`config.mk`:
```
export PLATFORM = sky130hd
export DESIGN_NAME = aud_recorder
export DESIGN_NICKNAME = d
export VERILOG_FILES = /design/src/rtl/aud_recorder.sv
export SDC_FILE = /design/constraint.sdc
export NUM_CORES = 1
export LEC_CHECK = 0
export ABC_AREA = 1
export CORE_MARGIN = 2
export CORE_UTILIZATION = 25
export DETAILED_ROUTE_END_ITERATION = 6
export PLACE_DENSITY = 0.45
export SKIP_LAST_GASP = 1
export SYNTH_ARGS = -nofsm -noshare
export SYNTH_HDL_FRONTEND = slang
export SYNTH_SLANG_ARGS = --single-unit
```
`constraint.sdc`:
```
create_clock -name i_clk -period 1.6 [get_ports i_clk]
set_input_delay 0.32 -clock i_clk [delete_from_list [all_inputs] [get_ports i_clk]]
set_output_delay 0.32 -clock i_clk [all_outputs]
set_load 0.03 [all_outputs]
```
`src/rtl/aud_recorder.sv`:
```
// ---------------------------------------------------------------------------
// aud_recorder
// I2S receive-side deserializer. Samples the codec ADC bit stream on BCLK,
// extracts the 16-bit left-channel word of each LRC frame and presents it,
// with a sequential sample address, as a one-cycle write strobe for the SRAM
// write logic. Start / pause / stop pulses come from the recording FSM.
//
// Parameters
//   ADDR_W     width of the sample address
//   MAX_ADDR   address of the last storable sample; recording ends after it
//
// Ports
//   i_clk       BCLK from codec, rising-edge active
//   i_rst_n     asynchronous active-low reset
//   i_lrc       ADCLRCK, 0 = left, 1 = right
//   i_start     start (from IDLE) / resume (from PAUSE), 1-cycle pulse
//   i_pause     pause request, 1-cycle pulse
//   i_stop      stop request, 1-cycle pulse
//   i_adc_data  ADCDAT serial bit, MSB first
//   o_address   address of the current/next sample
//   o_data      last captured sample (two's complement)
//   o_valid     1-cycle write strobe for o_data/o_address
//   o_full      set after sample MAX_ADDR was written, cleared by next start
//   o_state     current state encoding
// ---------------------------------------------------------------------------
module aud_recorder #(
    parameter int unsigned       ADDR_W   = 20,
    parameter logic [ADDR_W-1:0] MAX_ADDR = {ADDR_W{1'b1}}
) (
    input  logic              i_clk,
    input  logic              i_rst_n,
    input  logic              i_lrc,
    input  logic              i_start,
    input  logic              i_pause,
    input  logic              i_stop,
    input  logic              i_adc_data,
    output logic [ADDR_W-1:0] o_address,
    output logic [15:0]       o_data,
    output logic              o_valid,
    output logic              o_full,
    output logic [2:0]        o_state
);

    typedef enum logic [2:0] {
        S_IDLE  = 3'd0,
        S_WAIT  = 3'd1,
        S_REC   = 3'd2,
        S_PAUSE = 3'd3
    } state_t;

    state_t            r_state;
    logic [ADDR_W-1:0] r_addr;
    logic [15:0]       r_data;
    logic              r_valid;
    logic              r_full;
    logic [3:0]        r_cnt;
    logic              r_hi_seen;
    logic [14:0]       r_shift;

    state_t            w_state_nxt;
    logic [ADDR_W-1:0] w_addr_nxt;
    logic [15:0]       w_data_nxt;
    logic              w_valid_nxt;
    logic              w_full_nxt;
    logic [3:0]        w_cnt_nxt;
    logic              w_hi_nxt;
    logic [14:0]       w_shift_nxt;

    // Coincident control pulses resolve as stop > pause > start.
    logic w_stop, w_pause, w_start;
    assign w_stop  = i_stop;
    assign w_pause = i_pause & ~i_stop;
    assign w_start = i_start & ~i_pause & ~i_stop;

    always_ff @(posedge i_clk or negedge i_rst_n) begin
        if (!i_rst_n) begin
            r_state   <= S_IDLE;
            r_addr    <= '0;
            r_data    <= '0;
            r_valid   <= 1'b0;
            r_full    <= 1'b0;
            r_cnt     <= 4'd15;
            r_hi_seen <= 1'b0;
            r_shift   <= '0;
        end else begin
            r_state   <= w_state_nxt;
            r_addr    <= w_addr_nxt;
            r_data    <= w_data_nxt;
            r_valid   <= w_valid_nxt;
            r_full    <= w_full_nxt;
            r_cnt     <= w_cnt_nxt;
            r_hi_seen <= w_hi_nxt;
            r_shift   <= w_shift_nxt;
        end
    end

    always_comb begin
        w_state_nxt = r_state;
        w_addr_nxt  = r_addr;
        w_data_nxt  = r_data;
        w_valid_nxt = 1'b0;
        w_full_nxt  = r_full;
        w_cnt_nxt   = r_cnt;
        w_hi_nxt    = r_hi_seen;
        w_shift_nxt = r_shift;

        // Advance the address the cycle after a write. The write that fills
        // the buffer sets r_full together with r_valid, which blocks this and
        // leaves the address parked at MAX_ADDR.
        if (r_valid && !r_full)
            w_addr_nxt = r_addr + 1'b1;

        case (r_state)
            S_IDLE: begin
                if (w_start) begin
                    w_state_nxt = S_WAIT;
                    w_addr_nxt  = '0;
                    w_full_nxt  = 1'b0;
                    w_hi_nxt    = 1'b0;
                end
            end

            // Wait for a right->left LRC transition. The first low cycle after
            // a high one is the I2S delay slot; its data bit is dropped.
            S_WAIT: begin
                if (w_stop) begin
                    w_state_nxt = S_IDLE;
                end else if (w_pause) begin
                    w_state_nxt = S_PAUSE;
                end else if (i_lrc) begin
                    w_hi_nxt = 1'b1;
                end else if (r_hi_seen) begin
                    w_state_nxt = S_REC;
                    w_cnt_nxt   = 4'd15;
                    w_hi_nxt    = 1'b0;
                end
            end

            // Shift in 16 bits; a stop/pause on any of them, including the
            // last, throws the partial word away with no write.
            S_REC: begin
                if (w_stop || w_pause) begin
                    w_state_nxt = w_stop ? S_IDLE : S_PAUSE;
                    w_cnt_nxt   = 4'd15;
                end else begin
                    w_shift_nxt = {r_shift[13:0], i_adc_data};
                    w_cnt_nxt   = r_cnt - 4'd1;
                    if (r_cnt == 4'd0) begin
                        w_data_nxt  = {r_shift, i_adc_data};
                        w_valid_nxt = 1'b1;
                        w_cnt_nxt   = 4'd15;
                        w_hi_nxt    = 1'b0;
                        if (r_addr == MAX_ADDR) begin
                            w_state_nxt = S_IDLE;
                            w_full_nxt  = 1'b1;
                        end else begin
                            w_state_nxt = S_WAIT;
                        end
                    end
                end
            end

            S_PAUSE: begin
                if (w_stop) begin
                    w_state_nxt = S_IDLE;
                end else if (w_start) begin
                    w_state_nxt = S_WAIT;
                    w_hi_nxt    = 1'b0;
                end
            end

            default: begin
                w_state_nxt = S_IDLE;
            end
        endcase
    end

    assign o_address = r_addr;
    assign o_data    = r_data;
    assign o_valid   = r_valid;
    assign o_full    = r_full;
    assign o_state   = r_state;

endmodule

```
## Word-level counts from Yosys, hierarchy flattened

Index checks and enable logic that the tools add are counted.

| word-level totals | value |
|---|---|
| flip-flop bits (word level) | 61 |
| logic and storage cells | 83 |

| operators by class | value |
|---|---|
| add/sub/neg operators | 2 |
| equal/unequal tests | 16 |
| multiplexer cells | 37 |
| bitwise gates (word level) | 6 |
| reduce and logical (&&, ||, !) cells | 14 |

Operator list:

| cell | number |
|---|---|
| two-way mux 20 bit | 3 |
| two-way mux 3 bit | 8 |
| two-way mux 4 bit | 6 |
| adder 20 x 1 -> 20 bit (second input constant) | 1 |
| equality test 20 bit (second input constant) | 1 |
| != test 2 bit (second input constant) | 9 |
| two-way mux 1 bit | 15 |
| one-hot mux 3 bit (4 select lines) | 1 |
| AND reduction 5 bit | 2 |
| != test 4 bit (second input constant) | 2 |
| one-hot mux 4 bit (2 select lines) | 1 |
| equality test 3 x 2 -> 1 bit (second input constant) | 2 |
| AND reduction 3 bit | 2 |
| AND reduction 6 bit | 1 |
| logical NOT 4 bit | 1 |
| one-hot mux 1 bit (4 select lines) | 1 |
| nonzero test 2 bit | 2 |
| nonzero test 4 bit | 1 |
| subtractor 4 x 1 -> 4 bit (second input constant) | 1 |
| AND 1 bit | 3 |
| equality test 3 x 1 -> 1 bit (second input constant) | 1 |
| logical NOT 3 bit | 1 |
| != test 3 bit (second input constant) | 1 |
| inverter 1 bit | 3 |
| other kinds (6) | 6 |

## Depth between registers and ports, before layout

| logic depth | value |
|---|---|
| word-level depth | 6 |
| mapped depth | 10 |

## Least setup slack after synthesis

Ideal clock, no wire load.

| path | value |
|---|---|
| path type | register -> register |
| start point | register r_addr[1] (netlist: o_address[1]) |
| end point | register r_addr[12] (netlist: o_address[12]) |
| arrival time | 1.458 ns |
| required time | 1.536 ns |
| slack | 0.077 ns |
| cell stages (with the launch flop) | 9 |
| path buffers | 0 |
| cells stage by stage | dfrtp_1 ha_1 nand3_1 inv_1 nand2_1 nor2_1 nand2_1 a21oi_1 o21a_1 |

| on the way | value |
|---|---|
| word-level cells in the longest chain between the ends | 4 |

RTL lines:

| item | RTL line | text |
|---|---|---|
| start: declaration | 52 | `logic [ADDR_W-1:0] r_addr;` |
| start signal: assignment | 87 | `r_addr <= w_addr_nxt;` |
| adder 20 x 1 -> 20 bit * | 111 | `w_addr_nxt = r_addr + 1'b1;` |
| two-way mux 20 bit * | 110 | `if (r_valid && !r_full)` |
| two-way mux 20 bit | 115 | `if (w_start) begin` |
| two-way mux 20 bit * | 113 | `case (r_state)` |
| named net w_addr_nxt[12] | 61 | `logic [ADDR_W-1:0] w_addr_nxt;` |

The timed path passes the listed nets; every way through them passes the cells marked *.
A chain may end at the register's enable or synchronous reset.

## Final worst setup path

| path | value |
|---|---|
| start point | register r_full (netlist: o_full) |
| end point | output port o_full |

RTL lines:

| item | RTL line | text |
|---|---|---|
| start: declaration | 55 | `logic r_full;` |
| start signal: assignment | 90 | `r_full <= w_full_nxt;` |
| end: declaration | 40 | `output logic o_full,` |

No word-level cell between the ends.

==> results.txt <==
----------------------------------------------------
[Status]
  Result of the run ... finished, violations left
  Violations in the final reports ... design-rule violations

[Pwr]
  Relative contribution of sequential cells to total power ... 41.1%
  VDD IR-drop max ... around 530 uV
  Share of power burned in the clock network ... 49.5%
  Leak pwr ... approximately 2 nW
  Switching share of total power ... around a quarter
  Switching Power ... 0.00101 W
  Combinational Power Share ... 9.4%
  Cell Int Power ... 0.00323 W
  Cell Pwr Density ... 1050 nW/um^2

[Route]
  Vias per std cell ... 4.25
  Final wirelength ... approximately 6400 microns
  Post-route DRC ... 4
  Iteration-0 DRC count of the detailed router ... 109
  Residual antenna-violating net count after detailed routing ... 0
  Wire per inst ... 11.4 microns
  Number of iterations in the first detailed-routing pass ... 6
  Vias post-DR ... 2398

[Cells and area]
  Ant diodes ... 0
  Register area ... 1530 sq um
  Filler instances ... ~1200
  Multi-input logic area ... 1210 sq um
  Layout area overhead ... 35.5%
  Ratio of cells with drive above 1 in the final layout ... 20.9%
  Number of nets at the end of the flow ... between 400 and 500

[Critical path]
  Arrival @ worst endpoint ... 1.20 ns
  Count of buffering cells on the critical path with inverters included ... 1
  Critical path start-end classification ... reg -> out
  Slowest stage delay, CP ... roughly 0.45 ns
  Worst-path cell with the longest stage delay ... dfrtp_1
  Depth of the worst register-to-register path ... 8
  List of cells traversed by the critical path ... dlygate4sd2_1
  Critical Path RT ... 1.28 ns
  Critical path launch point type ... flip-flop
  Register-to-Register Setup Slack ... 0.15 ns
  Crit path max-delay family ... flip-flops
  Critical path fanouts, max ... 4
  Crit end category ... output pin
  Logic depth of the worst path, buffers included ... 1

[Place]
  Routability cong. ... 0.806
  Count of buffers from port buffering ... between 40 and 50
  Post-detailed-placement half-perimeter wirelength ... between 4000 and 5000 microns

[Yosys]
  Synthesis warning total ... 0
  Fraction of the yosys area taken by sequential cells ... 51.5%
  Synth unique cells ... 34
  Number of cells produced by synthesis ... 347
  Flip-flop and latch count after synthesis ... 61
  Net Count, Synth ... approximately 360
  Post-synthesis cell area ... ~3000 sq um
  Synthesized area per cell ... roughly 8.6 sq um

[CTS]
  Level count of the clock H-tree ... 3
  Number of buffers on the longest clock path ... 2
  CTS tree ... done
  TritonCTS buffer count ... 9
  Buffers inserted during post-CTS setup optimization ... 0
  Root buffer cell ... clkbuf_16
  Post-CTS clock slew at the launch and capture registers of the worst setup and hold paths ... 0.05 ns
  CTS sink cnt ... 61
  Clk_lat worst skew ... 0.32 ns

[Timing]
  Total of endpoints with negative setup slack in the final report ... 0
  Final hold viol count ... 0
  Hold WS ... 0.445 ns
  Maximum operating frequency ... 0.657 GHz
  Fin crit period ... 1.52 ns
  Fin Clk Skew ... ~0.0065 ns
  Fin crit share ... 95.2%
  Final count of pins violating max slew ... 0
  Setup total negative slack ... 0 ns

[Floorplanning]
  Number of I/O pins ... 48
  Horizontal extent of the die ... about 110 microns
  Starting density of the core ... 25.8%
  Die span in y ... between 100 and 150 microns
  Area of the placeable core ... 11500 sq um
  Row cnt ... 39
  Die ar. ... 12800 sq um

[Global routing]
  Aggregate global-route resource usage ... 11.1%
  Number of antenna violations at the first check in global routing ... 0
  Vias in the first global route ... about 2300
  Overflow left after global routing ... 0
  Global-route wire length before repair ... 11300 microns
  Maximum number of pins on one net before global-route repair ... 31

[Flow run]
  Max-capacitance violation count ... 0

[Worst hold path]
  Kind of path behind the tightest hold check ... in -> async

----------------------------------------------------
placed cells by master (no fill, tap or decap), types with 3 or more instances in the layout:
cell | synthesis | routed
a21oi_1 | 13 | 13
buf_4 | 2 | 15
clkbuf_16 | 0 | 9
clkdlybuf4s50_1 | 0 | 5
dfrtp_1 | 57 | 55
dfstp_2 | 4 | 4
dlygate4sd2_1 | 0 | 41
inv_1 | 45 | 45
inv_2 | 4 | 4
nand2_1 | 79 | 79
nand2_2 | 10 | 10
nand3_1 | 17 | 15
nand3_2 | 2 | 4
nand4_1 | 3 | 3
nor2_1 | 34 | 29
nor2_2 | 2 | 6
nor2_4 | 3 | 4
nor3_1 | 6 | 6
o21ai_0 | 27 | 26
o21ai_1 | 2 | 3
o21ai_2 | 14 | 14
layout make-up:
type,count,share of cell area (%)
tap,143,4.44
inverter,51,5.00
multi-input combinational,228,30.1
clock inverter,5,2.08
sequential,61,38.1
timing repair buffer,65,14.3
clock buffer,11,6.02
cell usage after synthesis, drive strengths merged:
cell type	instances	share of area (%)
dfrtp	57	48
o21ai	43	9.0
a21oi	13	2.2
a2bb2oi	1	0.29
a31oi	1	0.21
xor2	1	0.29
nor3b	1	0.25
o211a	1	0.34
ha	2	0.84
inv	51	6.6
conb	1	0.13
nand4	3	0.63
nand3	19	3.5
o22ai	1	0.21
dfstp	4	3.5
clkbuf	1	0.13
nand2	90	12
buf	6	2.0
nor3	6	1.0
o21bai	1	0.25
nor2	41	7.2
a22oi	1	0.42
o21a	2	0.50
stage by stage:
step / area (sq um) / util [%] / power, W / instances / worst slack (ns)
4_1_cts: 3990 / 34.7 / 0.00432 / 564 / 0.00710
3_3_place_gp: 3710 / 32.2 / 0.00219 / 547 / -0.230
6_report: 4030 / 35.0 / 0.00424 / 564 / 0.0771
5_1_grt: 4030 / 35.0 / 0.00445 / 564 / -0.00680
3_5_place_dp: 3710 / 32.2 / 0.00219 / 547 / -0.283
2_1_floorplan: 2970 / - / 0.00200 / 347 / 0.0772
power groups by stage:
stage               combinational, W  clock (W)  sequential [W]
global placement            0.000422          0         0.00177
finish                      0.000400    0.00210         0.00174
detailed placement          0.000426          0         0.00177
global route                0.000457    0.00223         0.00176
floorplan                   0.000185          0         0.00182
CTS                         0.000409    0.00216         0.00174
logic make-up after synthesis:
kind of cell    Yosys count  synth area share, %
xor+xnor                  1                0.295
compound gates           64                 13.4
simple gates            160                 25.1
flops                    61                 51.5
other cells               1                0.126
fa+ha+maj                 2                0.841
buf+inv                  58                 8.75
worst paths after layout:
check | startpoint | endpoint
max | o_full | o_full
min | i_rst_n | o_data[4]
max in group asynchronous | i_rst_n | r_cnt[1]
max reg2reg | o_address[1] | o_address[12]
min reg2reg | r_cnt[2] | r_cnt[2]
min in group i_clk | r_cnt[2] | r_cnt[2]
flip-flops by register name (all words and copies together) (netlist names):
register and cells:
o_address 20, o_data 16, r_shift 15, r_cnt 4
o_state 3, o_full 1, o_valid 1, r_hi_seen 1
layer usage:
| layer | global-route usage, % | routed length, microns |
|---|---|---|
| met5 | 0 | 0 |
| met4 | 3.66 | 89 |
| met3 | 3.11 | 248 |
| met2 | 18.0 | 3070 |
| met1 | 14.4 | 3040 |
repair_timing:
action                                 4_1_cts  5_1_grt
setup endpoints to repair                   41       24
endpoints found under the hold margin        9        0
hold buffers                                 1        0
resized for setup                           41       14
Note: power is estimated with default switching activity, not from simulation.
